`config.mk`:
```
export PLATFORM = sky130hd
export DESIGN_NAME = stoplight_sequencer
export DESIGN_NICKNAME = d
export VERILOG_FILES = /design/src/rtl/stoplight_pkg.sv /design/src/rtl/stoplight_sequencer_lamp_decode.sv /design/src/rtl/stoplight_sequencer.sv
export SDC_FILE = /design/constraint.sdc
export NUM_CORES = 1
export LEC_CHECK = 0
export CAP_MARGIN = 30
export CORE_MARGIN = 3
export CORE_UTILIZATION = 30
export CTS_CLUSTER_DIAMETER = 80
export CTS_CLUSTER_SIZE = 20
export DETAILED_ROUTE_END_ITERATION = 12
export GPL_TIMING_DRIVEN = 0
export PLACE_DENSITY = 0.43
export SYNTH_ARGS = -nofsm -noshare
export SYNTH_HDL_FRONTEND = slang
export SYNTH_SLANG_ARGS = --single-unit
```
`constraint.sdc`:
```
create_clock -name clk -period 3 [get_ports clk]
set_input_delay 0.6 -clock clk [delete_from_list [all_inputs] [get_ports clk]]
set_output_delay 0.6 -clock clk [all_outputs]
set_load 0.01 [all_outputs]
```
`src/rtl/stoplight_pkg.sv`:
```
// Shared types and helpers for the stoplight sequencer and its lamp decoder.
package stoplight_pkg;

  // Colour code, also the encoding presented on the phase output.
  typedef enum logic [1:0] {
    COL_NONE = 2'b00,
    COL_R    = 2'b01,
    COL_G    = 2'b10,
    COL_Y    = 2'b11
  } colour_t;

  typedef enum logic [2:0] {
    ST_IDLE,
    ST_DWELL,
    ST_REQ,
    ST_WAIT_CHG,
    ST_FAULT
  } seq_state_t;

  // Remaining green dwell allowed once a pedestrian request is seen.
  localparam int unsigned PED_TRUNC = 2;

  // Legal successor in the R -> G -> Y -> R cycle.
  function automatic colour_t next_colour(input colour_t c);
    colour_t n;
    case (c)
      COL_R:   n = COL_G;
      COL_G:   n = COL_Y;
      COL_Y:   n = COL_R;
      default: n = COL_NONE;
    endcase
    return n;
  endfunction

  // Lamp vector is {r, y, g}; anything other than exactly one lamp is NONE.
  function automatic colour_t lamps_to_colour(input logic [2:0] ryg);
    colour_t c;
    case (ryg)
      3'b100:  c = COL_R;
      3'b001:  c = COL_G;
      3'b010:  c = COL_Y;
      default: c = COL_NONE;
    endcase
    return c;
  endfunction

endpackage

```
`src/rtl/stoplight_sequencer_lamp_decode.sv`:
```
// Registers the lamp inputs once and decodes them into a colour code.
module stoplight_lamp_decode
  import stoplight_pkg::*;
(
  input  logic       clk,
  input  logic       rst_n,
  input  logic       r,
  input  logic       y,
  input  logic       g,
  output colour_t    colour,
  output logic       one_hot,
  output logic [1:0] phase
);

  logic [2:0] lamp_q;

  // Sample {r,y,g} every cycle; all sequencer decisions use this copy.
  always_ff @(posedge clk or negedge rst_n) begin
    if (!rst_n) lamp_q <= '0;
    else        lamp_q <= {r, y, g};
  end

  // Decode the sampled lamps; NONE doubles as the not-one-hot indication.
  always_comb begin
    colour  = lamps_to_colour(lamp_q);
    one_hot = (colour != COL_NONE);
    phase   = colour;
  end

endmodule

```
`src/rtl/stoplight_sequencer.sv`:
```
// Stoplight sequencer: holds each colour for its dwell, pulses start to the
// light FSM, and checks that the light follows R -> G -> Y -> R.
// Optional macro STOPLIGHT_PED_REQ_EN adds a ped_req input that shortens the
// green dwell.
module stoplight_sequencer
  import stoplight_pkg::*;
#(
  parameter int unsigned CNT_W       = 8,
  parameter int unsigned R_DWELL     = 20,
  parameter int unsigned G_DWELL     = 16,
  parameter int unsigned Y_DWELL     = 4,
  parameter int unsigned ACK_TIMEOUT = 8
) (
  input  logic       clk,
  input  logic       rst_n,
  input  logic       en,
  input  logic       clr_err,
`ifdef STOPLIGHT_PED_REQ_EN
  input  logic       ped_req,
`endif
  input  logic       r,
  input  logic       y,
  input  logic       g,
  output logic       start,
  output logic [1:0] phase,
  output logic       busy,
  output logic       err_onehot,
  output logic       err_order,
  output logic       err_timeout
);

  localparam logic [CNT_W-1:0] ACK_LIM = CNT_W'(ACK_TIMEOUT);

  seq_state_t       state_q, state_d;
  logic [CNT_W-1:0] cnt_q, cnt_d, cnt_dec, cnt_step;
  logic [CNT_W-1:0] tcnt_q, tcnt_d, tcnt_inc;
  colour_t          prev_q, prev_d;
  colour_t          colour;
  logic             one_hot;
  logic             start_d;
  logic             set_onehot, set_order, set_timeout;

  stoplight_lamp_decode u_decode (
    .clk     (clk),
    .rst_n   (rst_n),
    .r       (r),
    .y       (y),
    .g       (g),
    .colour  (colour),
    .one_hot (one_hot),
    .phase   (phase)
  );

  function automatic logic [CNT_W-1:0] dwell_load(input colour_t c);
    logic [CNT_W-1:0] v;
    case (c)
      COL_R:   v = CNT_W'(R_DWELL - 1);
      COL_G:   v = CNT_W'(G_DWELL - 1);
      COL_Y:   v = CNT_W'(Y_DWELL - 1);
      default: v = '0;
    endcase
    return v;
  endfunction

  // Saturating counter arithmetic.
  always_comb begin
    cnt_dec  = (cnt_q == '0) ? '0 : cnt_q - 1'b1;
    tcnt_inc = (tcnt_q == '1) ? tcnt_q : tcnt_q + 1'b1;
  end

`ifdef STOPLIGHT_PED_REQ_EN
  localparam logic [CNT_W-1:0] PED_CNT = CNT_W'(PED_TRUNC);

  // Pedestrian request on green: step as though the counter held PED_CNT.
  always_comb begin
    if (ped_req && (prev_q == COL_G) && (cnt_q > PED_CNT)) cnt_step = PED_CNT - 1'b1;
    else                                                    cnt_step = cnt_dec;
  end
`else
  // Full dwell always.
  always_comb cnt_step = cnt_dec;
`endif

  // Next-state, counter and error-detect logic.
  always_comb begin
    state_d     = state_q;
    cnt_d       = cnt_q;
    tcnt_d      = tcnt_q;
    prev_d      = prev_q;
    start_d     = 1'b0;
    set_onehot  = 1'b0;
    set_order   = 1'b0;
    set_timeout = 1'b0;

    if (state_q == ST_FAULT) begin
      if (clr_err) state_d = ST_IDLE;
    end else if (!en) begin
      state_d = ST_IDLE;
    end else begin
      case (state_q)
        ST_IDLE: begin
          if (one_hot) begin
            state_d = ST_DWELL;
            cnt_d   = dwell_load(colour);
            prev_d  = colour;
          end else begin
            set_onehot = 1'b1;
          end
        end
        ST_DWELL: begin
          if (!one_hot)                set_onehot = 1'b1;
          else if (colour != prev_q)   set_order  = 1'b1;
          else if (cnt_q == '0) begin
            state_d = ST_REQ;
            start_d = 1'b1;
          end else begin
            cnt_d = cnt_step;
          end
        end
        ST_REQ: begin
          tcnt_d  = '0;
          state_d = ST_WAIT_CHG;
        end
        ST_WAIT_CHG: begin
          tcnt_d = tcnt_inc;
          if (!one_hot) begin
            set_onehot = 1'b1;
          end else if (colour == prev_q) begin
            if (tcnt_inc >= ACK_LIM) set_timeout = 1'b1;
          end else if (colour == next_colour(prev_q)) begin
            state_d = ST_DWELL;
            cnt_d   = dwell_load(colour);
            prev_d  = colour;
          end else begin
            set_order = 1'b1;
          end
        end
        default: state_d = ST_IDLE;
      endcase
      // A same-cycle clr_err suppresses the new fault entirely.
      if (set_onehot || set_order || set_timeout)
        state_d = clr_err ? ST_IDLE : ST_FAULT;
    end
  end

  // State, counters, registered start and sticky error flags.
  always_ff @(posedge clk or negedge rst_n) begin
    if (!rst_n) begin
      state_q     <= ST_IDLE;
      cnt_q       <= '0;
      tcnt_q      <= '0;
      prev_q      <= COL_NONE;
      start       <= 1'b0;
      err_onehot  <= 1'b0;
      err_order   <= 1'b0;
      err_timeout <= 1'b0;
    end else begin
      state_q     <= state_d;
      cnt_q       <= cnt_d;
      tcnt_q      <= tcnt_d;
      prev_q      <= prev_d;
      start       <= start_d;
      err_onehot  <= clr_err ? 1'b0 : (err_onehot  | set_onehot);
      err_order   <= clr_err ? 1'b0 : (err_order   | set_order);
      err_timeout <= clr_err ? 1'b0 : (err_timeout | set_timeout);
    end
  end

  // Busy while a colour is being timed or a change is pending.
  always_comb busy = state_q inside {ST_DWELL, ST_REQ, ST_WAIT_CHG};

endmodule
```
==> reports/metrics.yaml, run 1 <==
status:
  status: "completed"
cts:
  clock_path_buffers: 2
  numCtsBuffers: 3
  cts_root_buf: "clkbuf_8"
  clk_latency_ns: 0.28
  clkSlewWorstSetupHoldPaths_ns: 0.10
  htreeDepth: 1
  hold_buffers: 0
  post_cts_buffers: 0
  cts_sinks: 28
  cts_tree: "yes"
  cts.repair.resized: 0
setup_path:
  cp.depth: 9
  r2r_cells: 9
  cp.required_ns: 3.16
  critical_path.cell_chain: "inv_1 > ha_1 > nor2b_1 > mux2i_1 > o311ai_2 > a21oi_4 > or3_1 > clkbuf_1 > o22a_1"
  worst-path-buf-inv: 2
  cp.arrival_ns: 2.80
  endpoint: "cnt_q[2]"
  max_stage_delay_ns: 0.46
  slowest_stage: "dfrtp_1"
  critPathLaunch: "prev_q[0]"
  cp_top_family: "compound AO/OA/AOI/OAI gates"
  setup.worst_path.class: "reg2reg"
  crit_fanout: 7
  timing.rr.end: "cnt_q[2]"
  ff2ff_setup_slack_ns: 0.37
  endpoint_kind: "flip-flop"
  r2r-start: "prev_q[0]"
  startpoint_type: "flip-flop"
logic_synthesis:
  ys_seq_area_frac: 0.369
  synth_area_mm2: 0.00190
  yosysWarningCount: 0
  ys_types: 62
  synth-async-reset-ratio: 1.00
  synth_largest_area_cell: "dfrtp_1"
  synth_top_family_by_area: "simple AND/OR/NAND/NOR gates"
  synth-main-ff-cell: "dfrtp_1"
  synthXorXnorAreaFrac: 0.00922
  synth.area.top_cells: "dfrtp_1 37%, nor2_1 5.3%, ha_1 3.3%, a31oi_1 2.6%, o21ai_0 2.6%"
  synth_adder_area_share: 0.0329
  ys_seq_elements: 28
  syn_area_per_cell_um2: 9.04
  netlist_instances: 210
  synth_edf_count: 0
  syn_nets: 222
  synthSimpleGateAreaFrac: 0.271
  synth_top_area_frac: 0.369
  synth_compound_area_frac: 0.240
  muxShareOfSynthArea: 0.0343
floorplan:
  die_x_um: 85.6
  dieArea_mm2: 0.00732
  design.core.area_mm2: 0.00603
  chipHeight_um: 85.6
  ioPinCount: 14
  start_util: 0.315
  rows: 28
timing:
  drv_slew: 0
  slew_headroom: 0.456
  finalHoldViolCount: 0
  post-route-period-util: 0.878
  setup_ws_ns: 0.366
  finalSetupViolCount: 0
  fin_skew_ns: 0.00926
  worst_pin_slew_ns: 0.814
  max_freq_mhz: 380
  setup_tns_ns: 0
  rsz0062_at_grt: "no"
  min_period_ns: 2.63
place:
  gp_congestion: 0.770
  place_ws_ns: 0.0919
  placedCellCount: 299
  port-buffer-count: 13
  dp_hpwl_um: 3530
global_routing:
  top_usage_layer: "met2"
  grt_max_degree: 16
  grtUsageMet1: 0.179
  grt_usage: 0.137
  antenna_found_initial: 0
  grt_pass1_wl_um: 8180
  grt_overflow: 0
  first_global_vias: 1716
  use_met2: 0.227
  grtUsageMet3: 0.0327
pwr:
  leakagePower_nw: 0.868
  p_total_mw: 1.52
  pwr_density_cell_mw_per_mm2: 691
  ir_worst_vdd_mv: 0.248
drt:
  final_antenna_net_count: 0
  wl_per_cell_um: 15.3
  routed_via_density: 5.61
  vias: 1699
  drc: 0
  wl_um: 4620
  drt_iter0_drc: 69
  dr.pass1.iters: 4
finish:
  area_delta_synth_final_pct: 16.1
  final_cell_count_no_fill: 303
  drive_above_1_share: 0.0965
  diodes: 0
  final_common_cell: "dfrtp_1"
  nNetsFinal: 241
  final_util: 0.366
  final_cell_mix: "28 x dfrtp_1, 27 x nor2_1, 13 x nand2_1, 13 x clkdlybuf4s50_1, 10 x o21ai_0"
hold_path:
  hp-class: "reg2reg"
  hold_depth: 2
run:
  max_cap_viol_count: 0
## metrics by stage
stage               hold WS, ns  area, µm²
finish                    0.513       2210
global route              0.547       2210
CTS                       0.529       2210
detailed placement        0.502       2150
global placement          0.484       2120
floorplan                 0.304       1900
## state kept, by name, indices dropped and copies added, names as in the netlist
signal / flops
err_order: 1
u_decode.lamp_q: 3
cnt_q: 8
tcnt_q: 8
err_onehot: 1
err_timeout: 1
start: 1
prev_q: 2
state_q: 3
## cell families (layout without fill, tap and decap cells)
kind of cell,after synthesis,in the layout
compound gates,63,63
xor+xnor,2,2
fa+ha+maj,5,5
buf+inv,14,32
flops,28,28
mux,6,6
simple gates,92,92
## power by group
group	switching, mW	internal [mW]	leakage (nW)
Sequential	0.111	0.464	0.369
Clock	0.121	0.118	0.0288
Combinational	0.380	0.330	0.470
Total	0.613	0.911	0.868
## cell usage after synthesis, drive strengths merged (3+ instances only)
| master | number |
|---|---|
| a31oi | 8 |
| clkbuf | 4 |
| nor2b | 6 |
| a22o | 4 |
| nand2b | 5 |
| o21ai | 13 |
| or3 | 4 |
| dfrtp | 28 |
| buf | 5 |
| a21oi | 9 |
| inv | 5 |
| mux2 | 4 |
| ha | 5 |
| nand2 | 13 |
| o22a | 3 |
| o31ai | 4 |
| nor3 | 6 |
| nor2 | 27 |
| nor4 | 5 |
| nand3 | 5 |
## worst register-to-register path: cells and delay by family, from the launching register on
kind,cells,cell delay (ns)
AND/OR/NAND/NOR,2,0.53
AO/OA/AOI/OAI,3,0.80
flip-flops,1,0.46
adder cells (fa/ha/maj),1,0.35
multiplexers,1,0.10
buffers and inverters,2,0.28
## final cells by class
cell class,instances,area (µm²)
Clock buffer,4,55.1
Tap cell,75,93.8
Fill cell,620,3820
Multi-Input combinational cell,168,1120
Sequential cell,28,701
Inverter,5,18.8
Timing Repair Buffer,14,158
Buffer,9,62.6
## how the worst min path moves through the flow
stage                            from     endpoint  slack (ns)
after floorplan                 rst_n     cnt_q[0]        0.30
after global placement     err_onehot   err_onehot        0.48
after detailed placement  err_timeout  err_timeout        0.50
after CTS                  err_onehot   err_onehot        0.53
after global routing       err_onehot   err_onehot        0.55
final                      err_onehot   err_onehot        0.51
## routing by layer
metal / up-vias / part of all wire
li1: 836 / -
met1: 815 / 0.46
met2: 40 / 0.47
met3: 8 / 0.047
met4: 0 / 0.019
met5: - / 0
No activity file was read; power rests on OpenSTA's default activity.
==> run 2: changes to the inputs <==
Settings changed: CTS_BUF_LIST from default to sky130_fd_sc_hd__clkbuf_8.
==> results of run 2 <==
Same layout as run 1: the final DEF is identical, and so are final timing and power.
==> run 3: changes to the inputs <==
Clock period 3 ns to 3.3 ns, I/O delays scaled along.
==> results of run 3 <==
Same layout as run 1 (identical final DEF). Status: completed.
Main changes from that run: setup slack after placement 0.0919 ns -> 0.332 ns; setup slack after layout 0.366 ns -> 0.612 ns; start point of the critical path prev_q[0] -> en; register-to-register setup slack 0.37 ns -> 0.67 ns; total power 1.52 mW -> 1.39 mW; worst IR drop on VDD 0.248 mV -> 0.226 mV
